--- src/rtl/oled_text_pkg.sv ---
// Screen geometry, FSM encoding and fixed text for the OLED text streamer.
// Latency: none; constants, types and a purely combinational character lookup.
// Backpressure: not applicable.
package oled_text_pkg;

   localparam int         LINE_LEN    = 16;
   localparam int         NUM_LINES   = 4;
   localparam int         FRAME_LEN   = LINE_LEN * NUM_LINES;
   localparam logic [7:0] ASCII_SPACE = 8'h20;
   localparam logic [7:0] ASCII_ZERO  = 8'h30;

   typedef enum logic [2:0] {
      IDLE,
      CONV,
      WAIT_LOW,
      SEND,
      DONE
   } state_e;

   // Leftmost character sits in the most significant byte.
   localparam logic [8*LINE_LEN-1:0] LINE_COUNTING = "Counting        ";
   localparam logic [8*LINE_LEN-1:0] LINE_CAND     = "Cand x:         ";
   localparam logic [8*LINE_LEN-1:0] LINE_VOTING   = "Voting          ";
   localparam logic [8*LINE_LEN-1:0] LINE_PRESS    = "Press button    ";

   // Character at frame position idx (line*16 + column) for the given snapshot.
   function automatic logic [7:0] screen_char(input logic        mode,
                                              input logic [5:0]  idx,
                                              input logic [11:0] bcd1,
                                              input logic [11:0] bcd2,
                                              input logic [11:0] bcd3);
      logic [1:0]  line;
      logic [3:0]  col;
      logic [11:0] bcd;
      int          sh;
      line = idx[5:4];
      col  = idx[3:0];
      sh   = 8 * (LINE_LEN - 1 - int'(col));
      case (line)
         2'd1:    bcd = bcd1;
         2'd2:    bcd = bcd2;
         default: bcd = bcd3;
      endcase
      screen_char = ASCII_SPACE;
      if (mode) begin
         if (line == 2'd0)      screen_char = LINE_VOTING[sh +: 8];
         else if (line == 2'd1) screen_char = LINE_PRESS[sh +: 8];
      end else if (line == 2'd0) begin
         screen_char = LINE_COUNTING[sh +: 8];
      end else begin
         case (col)
            4'd5:    screen_char = ASCII_ZERO + {6'd0, line};
            4'd12:   screen_char = ASCII_ZERO + {4'd0, bcd[11:8]};
            4'd13:   screen_char = ASCII_ZERO + {4'd0, bcd[7:4]};
            4'd14:   screen_char = ASCII_ZERO + {4'd0, bcd[3:0]};
            default: screen_char = LINE_CAND[sh +: 8];
         endcase
      end
   endfunction

endpackage

--- src/rtl/oled_text_streamer_bin_to_bcd.sv ---
// Sequential shift-add-3 binary to 3-digit BCD converter.
// Latency: done pulses COUNT_W+1 cycles after start; bcd holds until the next start.
// Backpressure: none; a start while busy restarts the conversion.
module bin_to_bcd #(
   parameter int COUNT_W = 10
) (
   input  logic               clock,
   input  logic               reset,
   input  logic               start,
   input  logic [COUNT_W-1:0] bin,
   output logic               done,
   output logic [11:0]        bcd
);

   localparam int CNT_W = $clog2(COUNT_W + 1);

   logic [11:0]        bcd_q;
   logic [11:0]        adj;
   logic [COUNT_W-1:0] bin_q;
   logic [CNT_W-1:0]   cnt_q;
   logic               done_q;

   // Add 3 to every digit that is 5 or more before the next shift.
   always_comb begin
      adj = bcd_q;
      for (int k = 0; k < 3; k++) begin
         if (bcd_q[4*k +: 4] >= 4'd5) adj[4*k +: 4] = bcd_q[4*k +: 4] + 4'd3;
      end
   end

   // Load on start, then shift one binary bit into the BCD register per cycle.
   always_ff @(posedge clock or negedge reset) begin
      if (!reset) begin
         bcd_q  <= '0;
         bin_q  <= '0;
         cnt_q  <= '0;
         done_q <= 1'b0;
      end else if (start) begin
         bcd_q  <= '0;
         bin_q  <= bin;
         cnt_q  <= CNT_W'(COUNT_W);
         done_q <= 1'b0;
      end else if (cnt_q != '0) begin
         bcd_q  <= {adj[10:0], bin_q[COUNT_W-1]};
         bin_q  <= bin_q << 1;
         cnt_q  <= cnt_q - CNT_W'(1);
         done_q <= (cnt_q == CNT_W'(1));
      end else begin
         done_q <= 1'b0;
      end
   end

   assign done = done_q;
   assign bcd  = bcd_q;

endmodule

--- src/rtl/oled_text_streamer.sv ---
// Builds a 64-byte text screen from mode and three tallies and streams it to the OLED controller.
// Latency: 3*(COUNT_W+2) conversion cycles after a change, then one byte per sendDone handshake.
// Backpressure: one byte outstanding; valid is withheld until sendDone from the previous byte falls.
module oled_text_streamer
   import oled_text_pkg::*;
#(
   parameter int COUNT_W   = 10,
   parameter int SAT_VALUE = 999
) (
   input  logic               clock,
   input  logic               reset,
   input  logic               mode,
   input  logic [COUNT_W-1:0] count_1,
   input  logic [COUNT_W-1:0] count_2,
   input  logic [COUNT_W-1:0] count_3,
   output logic [7:0]         sendData,
   output logic               sendDataValid,
   input  logic               sendDone,
   output logic               frame_busy,
   output logic               frame_done
);

   localparam logic [COUNT_W-1:0] SAT = COUNT_W'(SAT_VALUE);

   state_e                  state_q, state_d;
   logic [5:0]              idx_q, idx_d;
   logic                    dirty_q, dirty_d;
   logic                    snap_mode_q, snap_mode_d;
   logic [2:0][COUNT_W-1:0] snap_cnt_q, snap_cnt_d;
   logic [2:0][COUNT_W-1:0] cur_cnt;
   logic [1:0]              sel_q, sel_d;
   logic                    run_q, run_d;
   logic [2:0][11:0]        bcd_q, bcd_d;
   logic [7:0]              data_q, data_d;
   logic                    valid_q, valid_d;
   logic                    conv_start, conv_done;
   logic [COUNT_W-1:0]      conv_raw, conv_bin;
   logic [11:0]             conv_bcd;

   assign cur_cnt  = {count_3, count_2, count_1};
   assign conv_raw = snap_cnt_q[sel_q];
   assign conv_bin = (conv_raw > SAT) ? SAT : conv_raw;

   bin_to_bcd #(.COUNT_W(COUNT_W)) u_bcd (
      .clock (clock),
      .reset (reset),
      .start (conv_start),
      .bin   (conv_bin),
      .done  (conv_done),
      .bcd   (conv_bcd)
   );

   // Next-state logic: change detect, tally conversion and the byte handshake.
   always_comb begin
      state_d     = state_q;
      idx_d       = idx_q;
      dirty_d     = dirty_q | (mode != snap_mode_q) | (cur_cnt != snap_cnt_q);
      snap_mode_d = snap_mode_q;
      snap_cnt_d  = snap_cnt_q;
      sel_d       = sel_q;
      run_d       = run_q;
      bcd_d       = bcd_q;
      data_d      = data_q;
      valid_d     = valid_q;
      conv_start  = 1'b0;
      case (state_q)
         IDLE: begin
            if (dirty_q) begin
               snap_mode_d = mode;
               snap_cnt_d  = cur_cnt;
               dirty_d     = 1'b0;
               sel_d       = 2'd0;
               run_d       = 1'b0;
               state_d     = CONV;
            end
         end
         CONV: begin
            if (!run_q) begin
               conv_start = 1'b1;
               run_d      = 1'b1;
            end else if (conv_done) begin
               bcd_d[sel_q] = conv_bcd;
               run_d        = 1'b0;
               if (sel_q == 2'd2) begin
                  sel_d   = 2'd0;
                  state_d = WAIT_LOW;
               end else begin
                  sel_d = sel_q + 2'd1;
               end
            end
         end
         WAIT_LOW: begin
            if (!sendDone) begin
               data_d  = screen_char(snap_mode_q, idx_q, bcd_q[0], bcd_q[1], bcd_q[2]);
               valid_d = 1'b1;
               state_d = SEND;
            end
         end
         SEND: begin
            if (sendDone) begin
               valid_d = 1'b0;
               idx_d   = idx_q + 6'd1;
               state_d = (idx_q == 6'(FRAME_LEN - 1)) ? DONE : WAIT_LOW;
            end
         end
         DONE: begin
            idx_d   = '0;
            state_d = IDLE;
         end
         default: state_d = IDLE;
      endcase
   end

   // State registers; reset leaves dirty set so a frame goes out after reset.
   always_ff @(posedge clock or negedge reset) begin
      if (!reset) begin
         state_q     <= IDLE;
         idx_q       <= '0;
         dirty_q     <= 1'b1;
         snap_mode_q <= 1'b0;
         snap_cnt_q  <= '0;
         sel_q       <= '0;
         run_q       <= 1'b0;
         bcd_q       <= '0;
         data_q      <= ASCII_SPACE;
         valid_q     <= 1'b0;
      end else begin
         state_q     <= state_d;
         idx_q       <= idx_d;
         dirty_q     <= dirty_d;
         snap_mode_q <= snap_mode_d;
         snap_cnt_q  <= snap_cnt_d;
         sel_q       <= sel_d;
         run_q       <= run_d;
         bcd_q       <= bcd_d;
         data_q      <= data_d;
         valid_q     <= valid_d;
      end
   end

   assign sendData      = data_q;
   assign sendDataValid = valid_q;
   assign frame_busy    = (state_q == CONV) || (state_q == WAIT_LOW) || (state_q == SEND);
   assign frame_done    = (state_q == DONE);

endmodule

--- config.mk ---
export PLATFORM = sky130hd
export DESIGN_NAME = oled_text_streamer
export DESIGN_NICKNAME = d
export VERILOG_FILES = /design/src/rtl/oled_text_pkg.sv /design/src/rtl/oled_text_streamer_bin_to_bcd.sv /design/src/rtl/oled_text_streamer.sv
export SDC_FILE = /design/constraint.sdc
export NUM_CORES = 1
export LEC_CHECK = 0
export ABC_AREA = 1
export CAP_MARGIN = 20
export CELL_PAD_IN_SITES_DETAIL_PLACEMENT = 1
export CELL_PAD_IN_SITES_GLOBAL_PLACEMENT = 1
export CORE_AREA = 3 3 102 152
export CTS_BUF_LIST = sky130_fd_sc_hd__clkbuf_16
export CTS_CLUSTER_SIZE = 8
export DETAILED_ROUTE_END_ITERATION = 16
export DIE_AREA = 0 0 105 155
export GPL_ROUTABILITY_DRIVEN = 0
export MAX_ROUTING_LAYER = met4
export PLACE_DENSITY = 0.85
export SYNTH_ARGS = -nofsm -noshare
export SYNTH_HDL_FRONTEND = slang
export SYNTH_HIERARCHICAL = 1
export SYNTH_SLANG_ARGS = --single-unit
--- constraint.sdc ---
create_clock -name clock -period 4.9 [get_ports clock]
set_input_delay 1.47 -clock clock [delete_from_list [all_inputs] [get_ports clock]]
set_output_delay 1.47 -clock clock [all_outputs]
set_load 0.01 [all_outputs]
==> out/results.ini, run 1 <==
[route]
drc = 0
first_pass_iters = 4
wire_per_inst_um = 17.2
dr_wl_met2_um = 10900
wirelength_um = 19600
routed.top_layer = met4
via_per_inst = 5.38
vias = 6141
drt-met1-wl_um = 7580
postRouteAntennaNets = 0
dr.first_iter.drc_count = 341
wl_met3_um = 479

[timing]
max_freq_mhz = 294
fin_ws_ns = 1.50
fin_hold_ws_ns = 0.481
hold_viol_final = 0
finalSetupViolations = 0
slew_headroom_pct = 42.3
clock_skew_ns = 0.00919
fin_crit_ns = 3.40
finalSetupTns_ns = 0
worst_pin_slew_ns = 0.866
post-route-period-util_pct = 69.4
rsz0062_at_grt = no
slew_violations = 0

[placed_design]
port-buffer-count = 43
dpl.hpwl_um = 13300
pre_cts_ws_ns = 1.96
post_dp_cell_area_um2 = 7130

[grt]
antenna_found_initial = 0
grt_util_all_layers_pct = 25.9
overflow = 0
grt_pass1_vias = 6524
grt_pass1_wl_um = 32400
grt_max_degree = 63

[clock_network]
cts.clk_slew.worst_paths_ns = 0.06
cts_hold_buffers = 0
clockBufferDepth = 2
clk_latency_ns = 0.43
tritoncts = built
postCtsSetupRepairBufs = 0
htreeDepth = 4
cts.sinks = 115
post_cts_resized = 0
cts_root_buffer = clkbuf_16
numCtsBuffers = 17

[floorplan]
coreArea_um2 = 14200
die_w_um = 105
die_h_um = 155
dieArea_um2 = 16300
rows = 53
ios = 45
start_util_pct = 46.8

[synthesis]
yosys.cell_count.top_type = nand2_1
synthMuxAreaShare_pct = 0
synth_xor_area_share_pct = 0.791
syn_area_um2 = 6640
synth-adder-area-share_pct = 3.58
yosysSeqAreaShare_pct = 43.4
synth_top_family_by_area = simple AND/OR/NAND/NOR gates
synth_area_leader_cell = dfrtp_1
synth_compound_area_share_pct = 12.1
synth-edff-count = 0
yosys.area.top_type_share_pct = 42.6
syn_inst = 901
synth-simple-area-share_pct = 31.3
synth_common_cells = 323 x nand2_1, 113 x dfrtp_1, 93 x inv_1
syn-num-nets = 954
synthArstFlopShare_pct = 100
avgSynthCellArea_um2 = 7.37
synth_area_leaders = dfrtp_1 43%, nand2_1 18%, inv_1 5.3%
yosysUniqueCellTypes = 46
synth_flop_cell = dfrtp_1
ys_ff_latch = 115
ys.warnings.count = 6

[min_path]
hold_class = reg -> reg

[setup_path]
cp_max_fo = 7
crit_path_end_kind = primary output
arrival_ns = 1.93
critPathRequiredTime_ns = 3.43
cp-start-kind = flip-flop
criticalPathCategory = reg -> out

[layout]
fin_nets = 991
final_cell_area_um2 = 7780
drive_gt1_share_pct = 7.06
syn_to_final_growth_pct = 17.1
fillers = 1804
antenna_cells = 0

[power]
power_leakage_uw = 0.00380
powerDensity_nw_per_um2 = 676
peakVddDrop_mv = 0.261

[status]
outcome = complete, no violations

[job]
cap_violations = 0

cell type report:
class / instances / area (um2) / share of cell area [%]
flip-flops and latches: 115 / 2880 / 37.0
inverters: 101 / 382 / 4.91
multi-input cells: 656 / 3170 / 40.8
repair buffers: 47 / 458 / 5.89
well taps: 192 / 240 / 3.09
clock inverters: 13 / 216 / 2.78
clock buffers: 17 / 425 / 5.47
critical path, cell delays in order (launching register included):
cell and delay (ns):
dfrtp_1 0.56, inv_1 0.16, nor2_1 0.22, clkdlybuf4s50_1 0.57
final timing paths:
kind | startpoint | end | slack (ns) | cells after the start
worst max-delay path | state_q[2] | frame_done | 1.50 | 3
worst min-delay path | sendData[0] | sendData[0] | 0.48 | 2
worst max register to register | idx_q[5] | sendData[3] | 2.47 | 10
worst min register to register | sendData[0] | sendData[0] | 0.48 | 2
max in group asynchronous | reset | u_bcd/bin_q[8] | 2.84 | 2
min in group asynchronous | reset | bcd_q[19] | 1.13 | 1
report_power, final:
part	switching (uW)	total, uW	leakage (uW)	internal, uW
sequential	359	1650	0.00148	1290
clock	451	1390	0.000311	939
combinational	1470	2220	0.00201	751
state kept, by name, indices dropped and copies added (netlist names), 3 cells and up:
name and flops:
snap_cnt_q 30, sendData 7, bcd_q 36, u_bcd/cnt_q 4
u_bcd/bcd 12, idx_q 6, state_q 3, u_bcd/bin_q 10
cells by family after synthesis:
logic type               Yosys count
XOR/XNOR                           6
adder cells (fa/ha/maj)           19
buffers and inverters            130
AND/OR/NAND/NOR                  490
AO/OA/AOI/OAI                    140
other                              1
flip-flops                       115
stage by stage:
stage               power (uW)  utilization, %  cells
floorplan                 3170               -    901
detailed placement        3820            50.3   1111
finish                    5260            54.8   1141
global placement          3730            50.3   1111
global route              5680            54.8   1141
CTS                       5290            54.8   1141
per-layer routing:
metal / up-vias / track usage (%)
li1: 2945 / -
met1: 3039 / 27.5
met2: 119 / 47.1
met3: 38 / 4.23
met4: 0 / 11.1
met5: - / -
placed cells by master, fill, tap and decap left out, types with 6 or more instances in the layout:
cell type,Yosys,routed
ha_1,19,19
o21ai_2,9,9
nand3_1,49,49
nor2_1,84,84
bufinv_16,0,6
dfrtp_1,113,113
nand4_1,9,9
clkbuf_16,0,17
o21ai_1,32,32
nand2_1,323,323
nor3_1,6,6
o211ai_1,8,8
inv_1,93,94
a21oi_1,13,13
clkdlybuf4s50_1,0,42
o21ai_0,61,61
Note: power is estimated with default switching activity, not from simulation.
==> run 2: changes to the inputs <==
- CORE_AREA: 3 3 102 152 -> 3 3 105 157
- DIE_AREA: 0 0 105 155 -> 0 0 108 160
- PLACE_DENSITY: 0.85 -> 0.8
- clock period: 4.9 -> 3.2 ns (I/O delays scaled with it)
==> run 2 against run 1 <==
Non-clock buffer count rose by 5. Sequential share of layout area fell by 0.083 points. Clock-buffer cell count did not move. Final cell count rose by 1.2%. Combinational power rose by 52%. Critical endpoint unchanged. Largest power group unchanged.
==> out/results.ini, run 2 (same netlist as run 1, synthesis figures left out) <==
[status]
outcome = complete, no violations

[grt]
overflow = 0
met3_usage_pct = 3.44
grt_pass1_vias = 6511
grt_util_met2_pct = 43.0
grt_pass1_wl_um = 31700
grt_util_all_layers_pct = 23.7
antenna_found_initial = 0
grt_max_degree = 34
grt_use_met1_pct = 25.7
grt_busiest_layer = met2

[floorplan]
die_h_um = 160
ios = 45
dieArea_um2 = 17300
die_w_um = 108
coreArea_um2 = 15200
start_util_pct = 43.7
rows = 55

[clock_network]
clk_latency_ns = 0.42
post_cts_resized = 0
cts.sinks = 115
clockBufferDepth = 2
numCtsBuffers = 17
tritoncts = built
htreeDepth = 4
cts_hold_buffers = 0
postCtsSetupRepairBufs = 0
cts_root_buffer = clkbuf_16
cts.clk_slew.worst_paths_ns = 0.05

[layout]
largest_reg_flops = 36
final_cell_mix = 323 x nand2_1, 113 x dfrtp_1, 96 x inv_1
fillers = 1933
drive_gt1_share_pct = 7.53
final_cell_area_um2 = 7790
syn_to_final_growth_pct = 17.4
top_register = bcd_q
fin_nets = 996
antenna_cells = 0
final_common_cell = nand2_1

[power]
peakVddDrop_mv = 0.375
powerDensity_nw_per_um2 = 1010
power_leakage_uw = 0.00382

[timing]
post-route-period-util_pct = 88.3
max_freq_mhz = 354
finalSetupViolations = 0
slew_headroom_pct = 48.2
worst_pin_slew_ns = 0.778
finalSetupTns_ns = 0
fin_hold_ws_ns = 0.481
rsz0062_at_grt = no
fin_crit_ns = 2.83
slew_violations = 0
hold_viol_final = 0
clock_skew_ns = 0.0123

[placed_design]
dpl.hpwl_um = 13700
post_dp_cell_area_um2 = 7190
port-buffer-count = 43

[setup_path]
worst-path-buf-inv = 2
cp_top_family = buffers and inverters
arrival_ns = 1.87
critPathRequiredTime_ns = 2.24
path_cells = nor2_2 > inv_2 > nor2_1 > clkdlybuf4s50_1
cp-start-kind = flip-flop
crit_path_end_kind = primary output
cp_max_fo = 6
criticalPathCategory = reg -> out
cpMaxStageDelayCell = clkdlybuf4s50_1
max_stage_delay_ns = 0.57

[route]
postRouteAntennaNets = 0
wire_per_inst_um = 16.3
dr.first_iter.drc_count = 242
via_per_inst = 5.21
drc = 0
first_pass_iters = 4
wirelength_um = 18900
vias = 6022

[job]
cap_violations = 0

[min_path]
hold_class = reg -> reg

run 2: cell count changes in the layout (fill, tap and decap cells not counted), sizes merged:
cell / delta
clkinvlp: -1
buf: +5
clkinv: +3
inv: +2
bufinv: -2
run 2: tightest hold or removal path, delay by kind of cell, from the launching register on:
| family | cells | cell delay (ns) |
|---|---|---|
| flip-flops | 1 | 0.34 |
| AND/OR/NAND/NOR | 2 | 0.11 |
run 2: through the flow:
| stage | util (%) | power (uW) | cells | setup slack [ns] |
|---|---|---|---|---|
| global placement | 47.3 | 5760 | 1123 | 0.799 |
| floorplan | - | 4860 | 901 | 1.23 |
| CTS | 51.2 | 7920 | 1155 | 0.337 |
| detailed placement | 47.3 | 5880 | 1123 | 0.780 |
| finish | 51.2 | 7840 | 1155 | 0.373 |
| global route | 51.2 | 8520 | 1155 | 0.274 |
run 2: final cells by class:
type | instances | area (um2) | area share, %
multi-input combinational | 656 | 3170 | 40.7
sequential | 115 | 2880 | 37.0
timing repair buffer | 52 | 508 | 6.52
clock buffer | 17 | 425 | 5.46
inverter | 101 | 382 | 4.90
tap | 199 | 249 | 3.19
clock inverter | 15 | 175 | 2.25
run 2: layer usage:
layer	routed length [um]	vias to the layer above
li1	-	2946
met1	7330	2939
met2	10500	103
met3	422	34
met4	577	0
met5	0	-
run 2: worst paths after layout:
check	start	endpoint	slack (ns)	cells past startpoint
hold / removal	sendData[2]	sendData[2]	0.48	2
min in group asynchronous	reset	bcd_q[3]	0.49	1
setup reg to reg	state_q[2]	u_bcd/bcd[1]	0.91	8
setup / recovery	state_q[1]	frame_done	0.37	4
hold reg to reg	sendData[2]	sendData[2]	0.48	2
max in group asynchronous	reset	sendData[5]	2.02	2
run 2: report_power, final:
| group | total (uW) | leakage (uW) | switching, uW | internal, uW |
|---|---|---|---|---|
| Combinational | 3370 | 0.00204 | 2200 | 1170 |
| Clock | 1960 | 0.000305 | 675 | 1280 |
| Sequential | 2520 | 0.00148 | 541 | 1980 |
==> run 3: changes to the inputs <==
- TNS_END_PERCENT: default -> 50
==> results of run 3 <==
The final DEF is identical to that of run 2; final timing and power are the same.
